--- src/rtl/vec_sqsum_acc_if.sv ---
// Handshake bundle between the vector ALU result stream, the accumulator
// and the writeback stage: element input channel plus result output channel.
interface vec_sqsum_acc_if #(
  parameter int DATA_W = 32,
  parameter int CNT_W  = 6
);
  logic              in_valid;
  logic [DATA_W-1:0] in_data;
  logic              in_ready;
  logic              res_valid;
  logic              res_ready;
  logic [DATA_W-1:0] res_sum;
  logic              res_ovf;
  logic [CNT_W-1:0]  res_cnt;

  modport master (
    output in_valid, in_data, res_ready,
    input  in_ready, res_valid, res_sum, res_ovf, res_cnt
  );

  modport slave (
    input  in_valid, in_data, res_ready,
    output in_ready, res_valid, res_sum, res_ovf, res_cnt
  );
endinterface

--- src/rtl/vec_sqsum_acc.sv ---
// Accumulates a programmable number of sum-of-squares ALU results and hands
// the wrapped total, sticky carry flag and element count to writeback.
module vec_sqsum_acc #(
  parameter int DATA_W = 32,
  parameter int CNT_W  = 6
) (
  input  logic             clk,
  input  logic             rst,
  input  logic             start_i,
  input  logic [CNT_W-1:0] vlen_i,
  output logic             busy_o,
  vec_sqsum_acc_if.slave   bus
);

  typedef enum logic [1:0] {
    IDLE = 2'd0,
    ACC  = 2'd1,
    OUT  = 2'd2
  } state_e;

  state_e            state_q, state_d;
  logic [DATA_W-1:0] acc_q, acc_d;
  logic              ovf_q, ovf_d;
  logic [CNT_W-1:0]  cnt_q, cnt_d;
  logic [CNT_W-1:0]  rem_q, rem_d;
  logic [DATA_W:0]   sum;

  // Extra top bit captures the unsigned carry-out for the sticky flag.
  assign sum = {1'b0, acc_q} + {1'b0, bus.in_data};

  always_ff @(posedge clk) begin
    if (rst) begin
      state_q <= IDLE;
      acc_q   <= '0;
      ovf_q   <= 1'b0;
      cnt_q   <= '0;
      rem_q   <= '0;
    end else begin
      state_q <= state_d;
      acc_q   <= acc_d;
      ovf_q   <= ovf_d;
      cnt_q   <= cnt_d;
      rem_q   <= rem_d;
    end
  end

  always_comb begin
    state_d = state_q;
    acc_d   = acc_q;
    ovf_d   = ovf_q;
    cnt_d   = cnt_q;
    rem_d   = rem_q;
    case (state_q)
      IDLE: begin
        if (start_i) begin
          acc_d   = '0;
          ovf_d   = 1'b0;
          cnt_d   = '0;
          rem_d   = vlen_i;
          state_d = (vlen_i == '0) ? OUT : ACC;
        end
      end
      ACC: begin
        // in_ready is high throughout ACC, so in_valid alone means acceptance.
        if (bus.in_valid) begin
          acc_d = sum[DATA_W-1:0];
          ovf_d = ovf_q | sum[DATA_W];
          cnt_d = cnt_q + CNT_W'(1);
          rem_d = rem_q - CNT_W'(1);
          if (rem_q == CNT_W'(1)) begin
            state_d = OUT;
          end
        end
      end
      OUT: begin
        if (bus.res_ready) begin
          state_d = IDLE;
        end
      end
      default: begin
        state_d = IDLE;
      end
    endcase
  end

  // Handshake outputs come from registered state only; results from the
  // accumulator registers, which hold after the result is consumed.
  assign bus.in_ready  = (state_q == ACC);
  assign bus.res_valid = (state_q == OUT);
  assign busy_o        = (state_q != IDLE);
  assign bus.res_sum   = acc_q;
  assign bus.res_ovf   = ovf_q;
  assign bus.res_cnt   = cnt_q;

endmodule

--- src/flat_wrapper.sv ---
// flat-port wrapper written by rule: the top's interface ports become plain ports
module vec_sqsum_acc_flat 
#(
  parameter int DATA_W = 32,
  parameter int CNT_W  = 6
)
  (clk, rst, start_i, vlen_i, busy_o, bus_in_valid, bus_in_data, bus_res_ready, bus_in_ready, bus_res_valid, bus_res_sum, bus_res_ovf, bus_res_cnt);
  vec_sqsum_acc_if #(.DATA_W(DATA_W), .CNT_W(CNT_W)) bus_i ();
  input  logic clk;
  input  logic rst;
  input  logic start_i;
  input  logic [CNT_W-1:0] vlen_i;
  output logic busy_o;
  input wire logic [$bits(bus_i.in_valid)-1:0] bus_in_valid;
  input wire logic [$bits(bus_i.in_data)-1:0] bus_in_data;
  input wire logic [$bits(bus_i.res_ready)-1:0] bus_res_ready;
  output wire logic [$bits(bus_i.in_ready)-1:0] bus_in_ready;
  output wire logic [$bits(bus_i.res_valid)-1:0] bus_res_valid;
  output wire logic [$bits(bus_i.res_sum)-1:0] bus_res_sum;
  output wire logic [$bits(bus_i.res_ovf)-1:0] bus_res_ovf;
  output wire logic [$bits(bus_i.res_cnt)-1:0] bus_res_cnt;
  assign bus_i.in_valid = bus_in_valid;
  assign bus_i.in_data = bus_in_data;
  assign bus_i.res_ready = bus_res_ready;
  assign bus_in_ready = bus_i.in_ready;
  assign bus_res_valid = bus_i.res_valid;
  assign bus_res_sum = bus_i.res_sum;
  assign bus_res_ovf = bus_i.res_ovf;
  assign bus_res_cnt = bus_i.res_cnt;
  vec_sqsum_acc #(.DATA_W(DATA_W), .CNT_W(CNT_W)) u_core (.clk(clk), .rst(rst), .start_i(start_i), .vlen_i(vlen_i), .busy_o(busy_o), .bus(bus_i));
endmodule
--- config.mk ---
export PLATFORM = sky130hd
export DESIGN_NAME = vec_sqsum_acc_flat
export DESIGN_NICKNAME = d
export VERILOG_FILES = /design/src/rtl/vec_sqsum_acc_if.sv /design/src/rtl/vec_sqsum_acc.sv /design/src/flat_wrapper.sv
export SDC_FILE = /design/constraint.sdc
export NUM_CORES = 1
export LEC_CHECK = 0
export BUFFER_PORTS_ARGS = -buffer_cell sky130_fd_sc_hd__buf_2
export CAP_MARGIN = 40
export CORE_MARGIN = 1
export CORE_UTILIZATION = 55
export CTS_CLUSTER_DIAMETER = 40
export DETAILED_ROUTE_END_ITERATION = 8
export PLACE_DENSITY = 0.87
export RECOVER_POWER = 100
export REMOVE_ABC_BUFFERS = 1
export SYNTH_ARGS = -nofsm -noshare
export SYNTH_HDL_FRONTEND = slang
export SYNTH_SLANG_ARGS = --single-unit
--- constraint.sdc ---
create_clock -name clk -period 4 [get_ports clk]
set_input_delay 0.8 -clock clk [delete_from_list [all_inputs] [get_ports clk]]
set_output_delay 0.8 -clock clk [all_outputs]
set_load 0.1 [all_outputs]
==> out/metrics.cfg <==
[placed_design]
post-dp-hpwl_mm=6.72
gp_congestion=0.895
io_buffers=84
place_ws_ns=0.606
place_area_um2=3980

[sta]
worst_slack_ns=0.809
drv_slew=0
worstMarginPinSlew_ns=1.21
hold_viol=0
fin_tns_setup_ns=0
rsz0062_at_grt=no
min_period_over_period=0.798
period_needed_ns=3.19
finalSetupViolCount=0
finClkSkew_ns=0.00803
maxSlewHeadroom=0.195
fmax_ghz=0.313

[clocking]
ctsResizeCount=0
post-cts-setup-buffers=0
cts_htree_levels=2
cts_tree=yes
cts_buffer_depth=2
clk_latency_ns=0.31
cts_num_sinks=47
hold_buffers=0
path_clk_slew_ns=0.09
cts_root_buf=clkbuf_8
cts-buffers-inserted=5

[critical_path]
crit_path_max_fanout=4
critical_path_required_ns=4.25
r2r_cells=11
r2r_setup_slack_ns=0.97
slowest_delay_ns=0.48
crit_path_start_kind=input port
slowest_stage=o41ai_4
cp_num_buf_inv=2
path_class=input port to flip-flop
arrival_ns=3.44
timing.rr.end=u_core.bus.res_sum[30]
reg2reg_from=u_core.bus.res_sum[0]
cp-end-kind=flip-flop
crit_family=compound AO/OA/AOI/OAI gates
worstPathCellList=buf_2 -> ha_1 -> inv_1 -> fa_1 -> nand2b_1 -> nand2_4 -> a21oi_1 -> o41ai_4 -> a211oi_1 -> o31a_1 -> or4_1 -> nand3_1

[synth]
muxShareOfSynthArea=0.00283
synth_ff_type=dfxtp_1
synth-compound-area-share=0.292
synth_common_cells=dfxtp_1 (47), nand2_1 (44), nor2_1 (41), a21oi_1 (39), ha_1 (35)
yosysTopAreaCell=dfxtp_1
ys_seq_elements=47
synth_edf_count=0
syn-instance-count=447
ys_warn_count=0
netlist_area_um2=3530
synthArstFlopShare=0
synth_top_area_frac=0.266
seq_area_frac_synth=0.266
synth.avg_cell_area_um2=7.90
synth_cell_types=59
post-synth-top-count-cell=dfxtp_1
synthSimpleGateAreaFrac=0.206
synth-adder-area-share=0.130
synth_top_family_by_area=compound AO/OA/AOI/OAI gates
synth_area_leaders=dfxtp_1 (27%), ha_1 (12%), a21oi_1 (5.5%)
synthXorXnorAreaFrac=0.0694

[routing]
routed_wl_mm=8.90
vias=3676
drt-initial-drc-count=199
ant_nets=0
wl_per_cell_um=14.9
drc=0
via_per_inst=6.17
drt-pass1-iter-count=5

[global_routing]
grt_util_all_layers=0.263
grt_overflow_total=0
grt_max_degree=28
grt_pass1_wl_mm=13.8
antenna_found_initial=0
grt_pass1_vias=3122

[pwr]
power_leakage_nw=1.77
power.density_nw_per_um2=307
total_power_mw=1.23
ir_worst_vdd_mv=0.165

[run]
maxCapViolations=0

[cells_and_area]
fin_util=0.661
finish.instance_area_um2=4010
area_growth_pct=13.3
fillers=545
antennaDiodeCount=0
drive_above_1_share=0.109
nNetsFinal=599

[floorplanning]
die_width_um=82.2
die_area_um2=6750
initial_utilization=0.583
ios=85
die_y_um=82.2
rows=28
core_area_um2=6060

[outcome]
status=complete, no violations

[hold_path]
holdPathEnd=u_core.rem_q[4]
hp-start=u_core.rem_q[4]
whs_path_depth=2
min_path_type=flip-flop to flip-flop

sequential cells by signal (all words and copies together), names as in the netlist:
name / cells
u_core.bus.res_ovf: 1
u_core.bus.res_sum: 32
u_core.bus.res_cnt: 6
u_core.state_q: 2
u_core.rem_q: 6
cell type report:
cell class / instances / area, um^2 / area share
well taps: 75 / 93.8 / 0.0234
inverters: 13 / 48.8 / 0.0122
clock inverters: 2 / 12.5 / 0.00312
flip-flops and latches: 47 / 941 / 0.235
multi-input cells: 368 / 2460 / 0.615
repair buffers: 85 / 373 / 0.0931
clock buffers: 6 / 72.6 / 0.0181
per-layer routing:
| layer | share of wire | vias up | GRT usage |
|---|---|---|---|
| met5 | 0 | - | 0 |
| met4 | 0.016 | 0 | 0.0702 |
| met3 | 0.057 | 16 | 0.0418 |
| met2 | 0.47 | 129 | 0.448 |
| met1 | 0.45 | 1734 | 0.342 |
| li1 | - | 1797 | - |
cells in the final DEF, fill, tap and decap left out, types with 16 or more instances in the layout:
cell and count:
a21o_1 16, a21oi_1 40, buf_2 40, clkbuf_1 45, dfxtp_1 47, ha_1 35, nand2_1 44, nor2_1 41
o21ai_0 35, xor2_1 16
stage by stage:
| stage | instances | hold WS (ns) |
|---|---|---|
| final | 596 | 0.476 |
| after global routing | 596 | 0.517 |
| after CTS | 596 | 0.485 |
| after detailed placement | 588 | 0.471 |
| after global placement | 588 | 0.454 |
| after floorplan | 428 | 0.438 |
worst reg2reg max path: stages, from the launching register on:
cell and delay (ns):
dfxtp_1 0.38, ha_1 0.18, inv_1 0.05, fa_1 0.37, nand2b_1 0.22, nand2_4 0.09
a21oi_1 0.11, o41ai_4 0.48, a211oi_1 0.23, o31a_1 0.38, or4_1 0.40, nand3_1 0.09
how the worst max path moves through the flow:
stage / start / end / slack [ns] / cells past startpoint
floorplan: u_core.bus.res_sum[0] / u_core.bus.res_sum[30] / 0.57 / 11
CTS: bus_in_data[0] / u_core.bus.res_sum[30] / 0.91 / 12
global placement: bus_in_data[0] / u_core.bus.res_sum[30] / 0.67 / 12
global route: bus_in_data[0] / u_core.bus.res_sum[30] / 0.69 / 12
finish: bus_in_data[0] / u_core.bus.res_sum[30] / 0.81 / 12
detailed placement: bus_in_data[0] / u_core.bus.res_sum[30] / 0.61 / 12
cell families (layout without fill, tap and decap cells):
group,Yosys count,after routing
flops,47,47
xor+xnor,28,28
fa+ha+maj,36,36
compound gates,152,152
simple gates,151,151
mux,1,1
buf+inv,32,106
power breakdown:
group	switching, mW	internal [mW]
Sequential	0.0211	0.490
Clock	0.169	0.123
Combinational	0.303	0.124
Total	0.493	0.737
(Power assumes the default switching activity.)
